### config.mk
export PLATFORM = sky130hd
export DESIGN_NAME = psa_simd_unit_flat
export DESIGN_NICKNAME = d
export VERILOG_FILES = /design/src/rtl/psa_simd_unit_if.sv /design/src/rtl/psa_simd_unit.sv /design/src/flat_wrapper.sv
export SDC_FILE = /design/constraint.sdc
export NUM_CORES = 1
export LEC_CHECK = 0
export ABC_AREA = 1
export BUFFER_PORTS_ARGS = -buffer_cell sky130_fd_sc_hd__clkbuf_2
export CORE_UTILIZATION = 35
export DETAILED_ROUTE_END_ITERATION = 7
export SYNTH_ARGS = -nofsm -noshare
export SYNTH_HDL_FRONTEND = slang
export SYNTH_SLANG_ARGS = --single-unit
### constraint.sdc
create_clock -name clk -period 2.9 [get_ports clk]
set_clock_uncertainty 0.2 [all_clocks]
set_input_delay 0.435 -clock clk [delete_from_list [all_inputs] [get_ports clk]]
set_output_delay 0.435 -clock clk [all_outputs]
set_load 0.02 [all_outputs]
### src/rtl/psa_simd_unit_if.sv
// psa_simd_unit_if: operand/result handshake bundle for the partitioned saturating SIMD unit.
// Carries the op select only when PSA_SIMD_SUB_EN is defined.
interface psa_simd_unit_if #(parameter int DATA_W = 16);
  localparam int NLANE4 = DATA_W / 4;
  logic              in_valid;
  logic              in_ready;
  logic [DATA_W-1:0] a;
  logic [DATA_W-1:0] b;
  logic [1:0]        mode;
`ifdef PSA_SIMD_SUB_EN
  logic              op;
`endif
  logic              out_valid;
  logic              out_ready;
  logic [DATA_W-1:0] sum;
  logic [NLANE4-1:0] ovf;
  logic              sticky_err;
  logic              clr_err;
  modport master (
    output in_valid, a, b, mode,
`ifdef PSA_SIMD_SUB_EN
    output op,
`endif
    output out_ready, clr_err,
    input  in_ready, out_valid, sum, ovf, sticky_err
  );
  modport slave (
    input  in_valid, a, b, mode,
`ifdef PSA_SIMD_SUB_EN
    input  op,
`endif
    input  out_ready, clr_err,
    output in_ready, out_valid, sum, ovf, sticky_err
  );
endinterface

### src/rtl/psa_simd_unit.sv
// psa_simd_unit: two-stage valid/ready partitioned signed saturating adder (4/8/16-bit lanes).
// Defining PSA_SIMD_SUB_EN adds the op input selecting per-lane a - b.
module psa_simd_unit #(
  parameter int DATA_W = 16
) (
  input logic clk,
  input logic rst_n,
  psa_simd_unit_if.slave s
);
  localparam int NLANE4 = DATA_W / 4;
  logic                   s1_valid, out_valid, sticky, s1_ready, s2_ready, sub;
  logic [DATA_W-1:0]      s1_a, s1_b, sum_q;
  logic [1:0]             s1_mode, sel;
  logic [NLANE4-1:0]      ovf_q;
  logic [2:0][DATA_W-1:0] res;
  logic [2:0][NLANE4-1:0] ov;
`ifdef PSA_SIMD_SUB_EN
  logic s1_op;
  assign sub = s1_op;
`else
  assign sub = 1'b0;
`endif
  assign s2_ready = !out_valid || s.out_ready;
  assign s1_ready = !s1_valid || s2_ready;
  assign s.in_ready = s1_ready;
  assign s.out_valid = out_valid;
  assign s.sum = sum_q;
  assign s.ovf = ovf_q;
  assign s.sticky_err = sticky;
  always_ff @(posedge clk)
    if (s.in_valid && s1_ready) begin
      s1_a <= s.a;
      s1_b <= s.b;
      s1_mode <= s.mode;
`ifdef PSA_SIMD_SUB_EN
      s1_op <= s.op;
`endif
    end
  // Every lane width is evaluated in parallel; S2 picks one by mode. Subtract
  // inverts b with carry-in 1, so the add overflow rule on the inverted b covers both.
  for (genvar k = 0; k < 3; k++) begin : g_w
    localparam int L = 4 << k;
    localparam int G = L / 4;
    for (genvar i = 0; i < DATA_W / L; i++) begin : g_l
      logic [L-1:0] x, y, r;
      logic         o;
      assign x = s1_a[L*i +: L];
      assign y = s1_b[L*i +: L] ^ {L{sub}};
      assign r = x + y + L'(sub);
      assign o = (x[L-1] == y[L-1]) && (r[L-1] != x[L-1]);
      assign res[k][L*i +: L] = o ? {x[L-1], {(L-1){~x[L-1]}}} : r;
      assign ov[k][G*i +: G] = G'(o) << (G - 1);
    end
  end
  assign sel = s1_mode == 2'b01 ? 2'd1 : s1_mode == 2'b10 ? 2'd2 : 2'd0;
  always_ff @(posedge clk or negedge rst_n)
    if (!rst_n) begin
      s1_valid <= 1'b0;
      out_valid <= 1'b0;
      sum_q <= '0;
      ovf_q <= '0;
      sticky <= 1'b0;
    end else begin
      if (s1_ready) s1_valid <= s.in_valid;
      if (s2_ready) out_valid <= s1_valid;
      if (s2_ready && s1_valid) begin
        sum_q <= res[sel];
        ovf_q <= ov[sel];
      end
      sticky <= (out_valid && s.out_ready && |ovf_q) || (sticky && !s.clr_err);
    end
endmodule

### src/flat_wrapper.sv
// flat-port wrapper written by rule: the top's interface ports become plain ports
module psa_simd_unit_flat 
#(
  parameter int DATA_W = 16
)
  (clk, rst_n, s_in_valid, s_a, s_b, s_mode, s_out_ready, s_clr_err, s_in_ready, s_out_valid, s_sum, s_ovf, s_sticky_err);
  psa_simd_unit_if #(.DATA_W(DATA_W)) s_i ();
  input logic clk;
  input logic rst_n;
  input wire logic [$bits(s_i.in_valid)-1:0] s_in_valid;
  input wire logic [$bits(s_i.a)-1:0] s_a;
  input wire logic [$bits(s_i.b)-1:0] s_b;
  input wire logic [$bits(s_i.mode)-1:0] s_mode;
  input wire logic [$bits(s_i.out_ready)-1:0] s_out_ready;
  input wire logic [$bits(s_i.clr_err)-1:0] s_clr_err;
  output wire logic [$bits(s_i.in_ready)-1:0] s_in_ready;
  output wire logic [$bits(s_i.out_valid)-1:0] s_out_valid;
  output wire logic [$bits(s_i.sum)-1:0] s_sum;
  output wire logic [$bits(s_i.ovf)-1:0] s_ovf;
  output wire logic [$bits(s_i.sticky_err)-1:0] s_sticky_err;
  assign s_i.in_valid = s_in_valid;
  assign s_i.a = s_a;
  assign s_i.b = s_b;
  assign s_i.mode = s_mode;
  assign s_i.out_ready = s_out_ready;
  assign s_i.clr_err = s_clr_err;
  assign s_in_ready = s_i.in_ready;
  assign s_out_valid = s_i.out_valid;
  assign s_sum = s_i.sum;
  assign s_ovf = s_i.ovf;
  assign s_sticky_err = s_i.sticky_err;
  psa_simd_unit #(.DATA_W(DATA_W)) u_core (.clk(clk), .rst_n(rst_n), .s(s_i));
endmodule
==> flow_summary.ini, run 1 <==
[synthesis]
syn_nets = 514
synthTopCellsByArea = edfxtp_1, dfrtp_1, nand2_1
synth-edff-count = 34
syn_inst = 456
synth_ff_type = edfxtp_1
synth_warnings = 0
avgSynthCellArea_sq_um = 8.048
ys_ff_latch = 57
async_flop_share = 0.4035
synth_cell_types = 43
ys_seq_area_frac = 0.4350
yosys.area.top_type_share = 0.2782
synth_top_cell_by_area = edfxtp_1
syn_area_sq_um = 3670

[power_and_ir_drop]
switching_power_uw = 1061
p_comb_frac = 0.376
ir_drop_mv = 0.1992
p_leak_uw = 0.002145
p_clk_frac = 0.220
swShare = 0.3886
total_power_uw = 2731
cellPowerDensity_nw_per_um2 = 636.3
p_int_uw = 1670
p_seq_frac = 0.403

[run_status]
status = finished, final reports clean

[layout]
fill_cells = 1038
layout_common_cells = nand2_1, clkbuf_2, nand3_1, inv_1, nor2_1
finalInstanceArea_sq_um = 4292
fin_cells = 666
area_delta_synth_final_pct = 16.95
layout_commonest_cell = nand2_1
post_route_cells_drive_above_1_share = 0.1962
nets = 584
antennaDiodeCount = 0

[global_route]
overflow = 0
grt_antenna_before_repair = 0
grt_max_degree = 35
grt_pass1_vias = 3192
grt_use_total = 0.1873
grt_pass1_wl_microns = 15900

[route]
drtIter0Drc = 144
drc = 0
wirelength_microns = 9340
firstDrtPassIters = 4
drt.antenna.violating_nets = 0
wl_per_cell_microns = 14.02
vias_per_cell = 4.857
vias = 3235

[sta]
slew_viol_final = 0
hold_viol = 0
setup_slack_ns = 0.4928
max_freq_ghz = 0.4154
period_minus_slack_ns = 2.407
period_share = 0.8301
setup_viol = 0
relSlewSlack = 0.5376
rsz0062_at_grt = false
worst_slew_pin_slew_ns = 0.6911
tns_ns = 0

[clock_tree]
tritoncts = built
htreeDepth = 3
cts_inserted_buffers = 9
cts_root_buffer = clkbuf_8
insertion_delay_ns = 0.35
cts_num_sinks = 57
post_cts_buffers = 0
cts_buffer_depth = 2
clkSlewWorstSetupHoldPaths_ns = 0.06

[die]
io_pins = 62
core_area_sq_um = 10230
row_count = 37
die_w_microns = 104.4
start_util = 0.3587
die_y_microns = 104.4
dieArea_sq_um = 10900

[setup_path]
crit_path_cell_trace = ha_1, nand2_2, inv_2, nand2_1, nand2_1, a21oi_2, nand2_2, nand2_2, nand2_4, inv_4, nand3_1, nand2_1, nand2_1
cp_common_cell = nand2_1
cp_slowest_cell = edfxtp_1
critical_path.max_stage_delay_ns = 0.43
r2r_setup_slack_ns = 0.49
critPathRequiredTime_ns = 2.94
critPathKind = reg -> reg
worstPathArrival_ns = 2.44
cp_max_fo = 7
worst_setup_path_end_kind = flip-flop
critPathLaunchType = flip-flop

[placed_design]
placed_cell_area_sq_um = 4135
dp_slack_ns = 0.5111
dpl.hpwl_microns = 7380
gp_congestion = 0.8720
port_buffers = 61
dpl.cell_count = 650

[flow_run]
drv_cap = 0

[min_path]
hold_path.class = in -> reg
-- path summary, 6_finish.rpt --
check,cells after the start,startpoint,endpoint
worst max-delay path,13,u_core.g_w[2].g_l[0].y[13],u_core.s.sum[13]
worst min-delay path,1,s_a[14],u_core.g_w[2].g_l[0].x[14]
worst max register to register,13,u_core.g_w[2].g_l[0].y[13],u_core.s.sum[13]
worst min register to register,2,u_core.s.sum[5],u_core.s.sum[5]
max in group asynchronous,2,rst_n,u_core.s.sum[14]
min in group asynchronous,2,rst_n,u_core.s.sum[8]
-- cell families (layout without fill, tap and decap cells) --
family                   Yosys count  count (layout)  share of synthesized area
AND/OR/NAND/NOR                  259             259                     0.3109
buffers and inverters             56             130                    0.06171
flip-flops                        57              57                     0.4350
XOR/XNOR                          11              11                    0.02626
adder cells (fa/ha/maj)           19              19                    0.07296
AO/OA/AOI/OAI                     54              54                    0.09308
-- critical path: cells and delay by family, from the launching register on --
family,cells,cell delay [ns]
compound gates,1,0.20
fa+ha+maj,1,0.40
flops,1,0.43
simple gates,9,0.91
buf+inv,2,0.15
-- per-stage QoR --
stage / hold slack (ns) / util
finish: 0.05965 / 0.4195
global route: 0.04594 / 0.4195
CTS: 0.04285 / 0.4195
detailed placement: 0.2669 / 0.4042
global placement: 0.2629 / 0.4042
floorplan: -0.06059 / -
-- final cells by class --
cell class | count | area, sq um | share of cell area
tap | 136 | 170.2 | 0.03965
multi-input combinational | 343 | 1847 | 0.4303
timing repair buffer | 66 | 345.3 | 0.08047
sequential | 57 | 1597 | 0.3720
inverter | 49 | 186.4 | 0.04344
clock inverter | 1 | 3.754 | 0.0008746
clock buffer | 14 | 142.6 | 0.03324
-- synthesized netlist by cell type (4+ instances only) --
library cell / number
nand2_1: 141
dfrtp_1: 23
edfxtp_1: 34
a21oi_1: 21
inv_1: 45
o21ai_2: 4
ha_1: 15
xor2_1: 8
fa_1: 4
nand3_1: 47
o21ai_0: 13
nand2_2: 9
nor2_1: 44
-- repair_timing --
| item | 4_1_cts | 5_1_grt |
|---|---|---|
| setup endpoints to repair | 0 | 0 |
| resized for setup | 0 | 0 |
| hold buffers | 1 | 0 |
| hold endpoints to repair | 23 | 0 |
-- power groups by stage --
| stage | clock [uW] | combinational (uW) | sequential, uW |
|---|---|---|---|
| 6_report | 602 | 1030 | 1100 |
| 5_1_grt | 663 | 1150 | 1120 |
| 4_1_cts | 629 | 1030 | 1110 |
| 3_5_place_dp | 0 | 1020 | 1120 |
| 3_3_place_gp | 0 | 1020 | 1120 |
| 2_1_floorplan | 0 | 583 | 1230 |
-- registers in the layout, indices dropped and copies added, names as in the netlist --
| name | cells |
|---|---|
| u_core.g_w.g_l.x | 16 |
| u_core.g_w.g_l.y | 16 |
| u_core.s.sum | 16 |
| u_core.s.ovf | 4 |
| u_core.s1_mode | 2 |
| u_core.s.out_valid | 1 |
| u_core.s.sticky_err | 1 |
| u_core.s1_valid | 1 |
-- per-layer routing --
metal	up-vias	part of all wire	wire (microns)	GRT usage
met5	-	0	0	0
met4	0	0.022	204	0.07857
met3	16	0.051	472	0.04010
met2	99	0.42	3902	0.2786
met1	1477	0.51	4762	0.2620
li1	1643	-	-	-
Power figures use the tool's default switching activity.
==> run 2: changes to the inputs <==
==> constraint.sdc (replaced) <==
create_clock -name clk -period 2.2 [get_ports clk]
set_clock_uncertainty 0.2 [all_clocks]
set_input_delay 0.33 -clock clk [delete_from_list [all_inputs] [get_ports clk]]
set_output_delay 0.33 -clock clk [all_outputs]
set_load 0.02 [all_outputs]
==> flow_summary.ini, run 2 (synthesized netlist as in run 1, its figures left out) <==
[run_status]
status = finished, final reports clean

[setup_path]
r2r_start = u_core.g_w[2].g_l[0].y[5]
worst_setup_path_end_kind = flip-flop
cp_max_fo = 4
worstPathArrival_ns = 2.21
crit_start = u_core.g_w[2].g_l[0].y[5]
critPathRequiredTime_ns = 2.24
critPathLaunchType = flip-flop
critPathKind = reg -> reg

[clock_tree]
tritoncts = built
cts_inserted_buffers = 9
htreeDepth = 3
cts_buffer_depth = 2
cts_num_sinks = 57
clkSlewWorstSetupHoldPaths_ns = 0.06
insertion_delay_ns = 0.35
cts_root_buffer = clkbuf_8

[route]
drtIter0Drc = 207
firstDrtPassIters = 5
vias = 3633
wl_per_cell_microns = 13.85
vias_per_cell = 4.761
drt.antenna.violating_nets = 0
drc = 0
wirelength_microns = 10570

[layout]
layout_common_cells = nand2_1, clkbuf_2, buf_4, inv_1, nor2_1
finish.utilization = 0.5501
post_route_cells_drive_above_1_share = 0.3748
layout_commonest_cell = nand2_1
nets = 680
finalInstanceArea_sq_um = 5628
area_delta_synth_final_pct = 53.36
fin_cells = 763
antennaDiodeCount = 0

[die]
core_area_sq_um = 10230
row_count = 37
die_y_microns = 104.4
io_pins = 62
dieArea_sq_um = 10900
die_w_microns = 104.4
start_util = 0.3587

[sta]
max_freq_ghz = 0.4598
setup_slack_ns = 0.02498
hold_ws_ns = 0.03292
setup_viol = 0
period_minus_slack_ns = 2.175
period_share = 0.9886
worst_slew_pin_slew_ns = 0.5932
rsz0062_at_grt = true
relSlewSlack = 0.6045
hold_viol = 0
slew_viol_final = 0

[global_route]
grt_antenna_before_repair = 0
grt_pass1_wl_microns = 17050
grt_pass1_vias = 3465
grt_use_total = 0.2033
grt_max_degree = 35
overflow = 0

[placed_design]
port_buffers = 61
dpl.hpwl_microns = 7822
dpl.cell_count = 694
dp_slack_ns = -0.06795
gp_congestion = 0.8693
placed_cell_area_sq_um = 4478

[min_path]
hold_path.class = in -> reg
min_from = s_out_ready

[power_and_ir_drop]
p_leak_uw = 0.002711
cellPowerDensity_nw_per_um2 = 734.9
ir_drop_mv = 0.3498

[flow_run]
drv_cap = 0
## run 2: cell types whose count changed in the layout (fill, tap and decap cells not counted), moves of 9 or more
cell           previous run  this run
ha_4                      0        13
dlygate4sd3_1             1        37
nand2_1                 141       112
ha_1                     15         2
nand2_4                   2        11
buf_4                     4        59
nand2_2                   9        28
## run 2: final timing paths
path | to | slack, ns | cells past startpoint
setup / recovery | u_core.s.sum[9] | 0.02 | 11
hold / removal | u_core.s.sticky_err | 0.03 | 3
setup reg to reg | u_core.s.sum[9] | 0.02 | 11
hold reg to reg | u_core.s.sum[5] | 0.28 | 2
max in group asynchronous | u_core.s.sum[11] | 1.10 | 2
min in group asynchronous | u_core.s.sum[5] | 0.31 | 2
## run 2: through the flow
| stage | TNS, ns | power (uW) |
|---|---|---|
| after detailed placement | -0.3061 | 2959 |
| final | 0 | 4136 |
| after CTS | 0 | 3977 |
| after global placement | -0.1647 | 2947 |
| after global routing | -0.4505 | 4397 |
| after floorplan | 0 | 2395 |
## run 2: layout make-up
type,count,area [sq um]
fillers,947,4603
multi-input cells,343,2282
flip-flops and latches,57,1597
repair buffers,162,1215
inverters,49,193.9
clock buffers,16,170.2
well taps,136,170.2
## run 2: what timing repair did
| action | in CTS | in global routing |
|---|---|---|
| hold buffers | 37 | 0 |
| endpoints found under the setup margin | 11 | 18 |
| pin swaps | 8 | 29 |
| setup buffers | 8 | 7 |
| gates resized for setup | 16 | 81 |
| cloned | 0 | 1 |
| endpoints found under the hold margin | 59 | 0 |
## run 2: worst max-delay path: stages, from the launching register on
cell	delay, ns
edfxtp_1	0.44
ha_4	0.28
nand2_4	0.09
inv_2	0.06
a21oi_4	0.19
nand2_4	0.10
buf_4	0.15
a21oi_2	0.12
xor2_1	0.23
nand2_1	0.07
nand2_1	0.08
nand2_1	0.05
## run 2: power by group
part	leakage [uW]	switching, uW	internal [uW]	total, uW
Sequential	0.000608	125	1340	1460
Clock	0.0000850	410	473	883
Combinational	0.00202	1040	747	1790
## run 2: per-layer routing
| metal | wire length (microns) | GRT usage | share of wire | up-vias |
|---|---|---|---|---|
| li1 | - | - | - | 1839 |
| met1 | 4938 | 0.2737 | 0.47 | 1678 |
| met2 | 4978 | 0.3202 | 0.47 | 102 |
| met3 | 460 | 0.03822 | 0.044 | 14 |
| met4 | 192 | 0.08265 | 0.018 | 0 |
| met5 | 0 | 0 | 0 | - |
==> run 3: changes to the inputs <==
--- a/config.mk
+++ b/config.mk
@@ -9,6 +9,7 @@
 export BUFFER_PORTS_ARGS = -buffer_cell sky130_fd_sc_hd__clkbuf_2
 export CORE_UTILIZATION = 35
 export DETAILED_ROUTE_END_ITERATION = 7
+export GPL_TIMING_DRIVEN = 0
 export SYNTH_ARGS = -nofsm -noshare
 export SYNTH_HDL_FRONTEND = slang
 export SYNTH_SLANG_ARGS = --single-unit
==> flow_summary.ini, run 3 (synthesized netlist as in run 1, its figures left out) <==
[die]
die_y_microns = 104.4
die_w_microns = 104.4
dieArea_sq_um = 10900
core_area_sq_um = 10230
io_pins = 62
row_count = 37
start_util = 0.3587

[setup_path]
crit_path_cell_trace = ha_1, buf_6, nand2_4, nor2_4, nand3_4, nand2_4, nand2_4, nand3_4, nand2_4, nor2_4, buf_6, nand2_1, nand2_1
worst_setup_path_end_kind = flip-flop
cp_max_fo = 5
critical_path.max_stage_delay_ns = 0.39
critPathLaunchType = flip-flop
worstPathArrival_ns = 2.25
cp_common_cell = nand2_4
critPathRequiredTime_ns = 2.29
critPathKind = reg -> reg
cp_slowest_cell = edfxtp_1
crit_family = simple AND/OR/NAND/NOR gates
crit_buf_inv = 2

[global_route]
grt_pass1_wl_microns = 16080
grt_pass1_vias = 3294
overflow = 0
grt_max_degree = 35
grt_antenna_before_repair = 0
grt_use_total = 0.1907

[sta]
worst_slew_pin_slew_ns = 0.7631
rsz0062_at_grt = true
slew_viol_final = 0
setup_viol = 0
hold_viol = 0
max_freq_ghz = 0.4640
period_minus_slack_ns = 2.155
relSlewSlack = 0.4902
hold_ws_ns = 0.02579
period_share = 0.9797

[placed_design]
gp_congestion = 0.8732
dpl.cell_count = 653
dpl.hpwl_microns = 7144
placed_cell_area_sq_um = 4145
port_buffers = 61

[layout]
layout_common_cells = nand2_1, clkbuf_2, inv_1, nor2_1, nand3_1
area_delta_synth_final_pct = 43.98
post_route_cells_drive_above_1_share = 0.3215
fill_cells = 973
finalInstanceArea_sq_um = 5284
layout_commonest_cell = nand2_1
fin_cells = 730
antennaDiodeCount = 0
nets = 647

[clock_tree]
cts_num_sinks = 57
tritoncts = built
cts_inserted_buffers = 9
cts_buffer_depth = 2
insertion_delay_ns = 0.36
htreeDepth = 3
cts_root_buffer = clkbuf_8
clkSlewWorstSetupHoldPaths_ns = 0.06

[route]
wl_per_cell_microns = 14.00
vias_per_cell = 4.871
firstDrtPassIters = 5
wirelength_microns = 10220
drc = 0
drt.antenna.violating_nets = 0
drtIter0Drc = 203
vias = 3556

[power_and_ir_drop]
cellPowerDensity_nw_per_um2 = 757.3
p_leak_uw = 0.002495
total_power_uw = 4001
ir_drop_mv = 0.2876

[run_status]
status = finished, final reports clean

[min_path]
hold_path.class = in -> reg

[flow_run]
drv_cap = 0
==> run 3: changes by cell type in the layout (fill, tap and decap cells not counted), sizes merged <==
| cell | previous run | this run |
|---|---|---|
| inv | 49 | 48 |
| buf | 63 | 29 |
| clkinvlp | 0 | 1 |
| clkbuf | 78 | 80 |
| dlygate4sd3 | 37 | 36 |
==> run 3: final cells by class <==
| type | count | area (sq um) | share of cell area |
|---|---|---|---|
| Multi-Input combinational cell | 343 | 2247 | 0.4253 |
| Timing Repair Buffer | 123 | 864.6 | 0.1636 |
| Inverter | 49 | 195.2 | 0.03694 |
| Tap cell | 136 | 170.2 | 0.03220 |
| Clock buffer | 16 | 170.2 | 0.03220 |
| Buffer | 6 | 40.04 | 0.007578 |
| Sequential cell | 57 | 1597 | 0.3022 |
==> run 3: metal layers <==
metal,share of wire,routed length [microns],track usage,vias to the layer above
met2,0.45,4647,0.2942,130
li1,-,-,-,1770
met3,0.059,601,0.04386,19
met4,0.022,224,0.09082,0
met1,0.46,4747,0.2517,1637
met5,0,0,0,-
==> run 3: per-stage QoR <==
stage          setup slack [ns]  TNS [ns]    util
6_report                0.04476         0  0.5164
4_1_cts                -0.01048  -0.02824  0.4810
2_1_floorplan           0.08906         0       -
3_5_place_dp            -0.2038    -7.237  0.4052
5_1_grt                -0.06627   -0.6956  0.5164
3_3_place_gp            -0.2138    -1.697  0.4052
==> run 3: tightest hold or removal path, cell delays in order <==
cell and delay, ns:
clkbuf_2 0.09, nand2_2 0.07, nand2_1 0.05
==> run 3: report_power, final <==
group / switching, uW / internal [uW]
combinational: 1000 / 653
sequential: 127 / 1340
clock: 405 / 473
==> run 3: worst paths after layout <==
path / cells past startpoint / endpoint / from / slack (ns)
hold reg to reg: 2 / u_core.s.sum[5] / u_core.s.sum[5] / 0.28
hold / removal: 3 / u_core.s1_valid / s_in_valid / 0.03
max in group asynchronous: 2 / u_core.s.sum[10] / rst_n / 1.09
setup reg to reg: 13 / u_core.s.sum[10] / u_core.g_w[2].g_l[0].x[3] / 0.04
setup / recovery: 13 / u_core.s.sum[10] / u_core.g_w[2].g_l[0].x[3] / 0.04
min in group asynchronous: 2 / u_core.s.sum[2] / rst_n / 0.31
==> run 3: repair_timing <==
item,4_1_cts,5_1_grt
hold buffers,36,0
buffers inserted,8,17
setup endpoints to repair,52,24
hold endpoints to repair,58,0
pin swaps,8,26
gates cloned,1,0
gates resized for setup,36,59
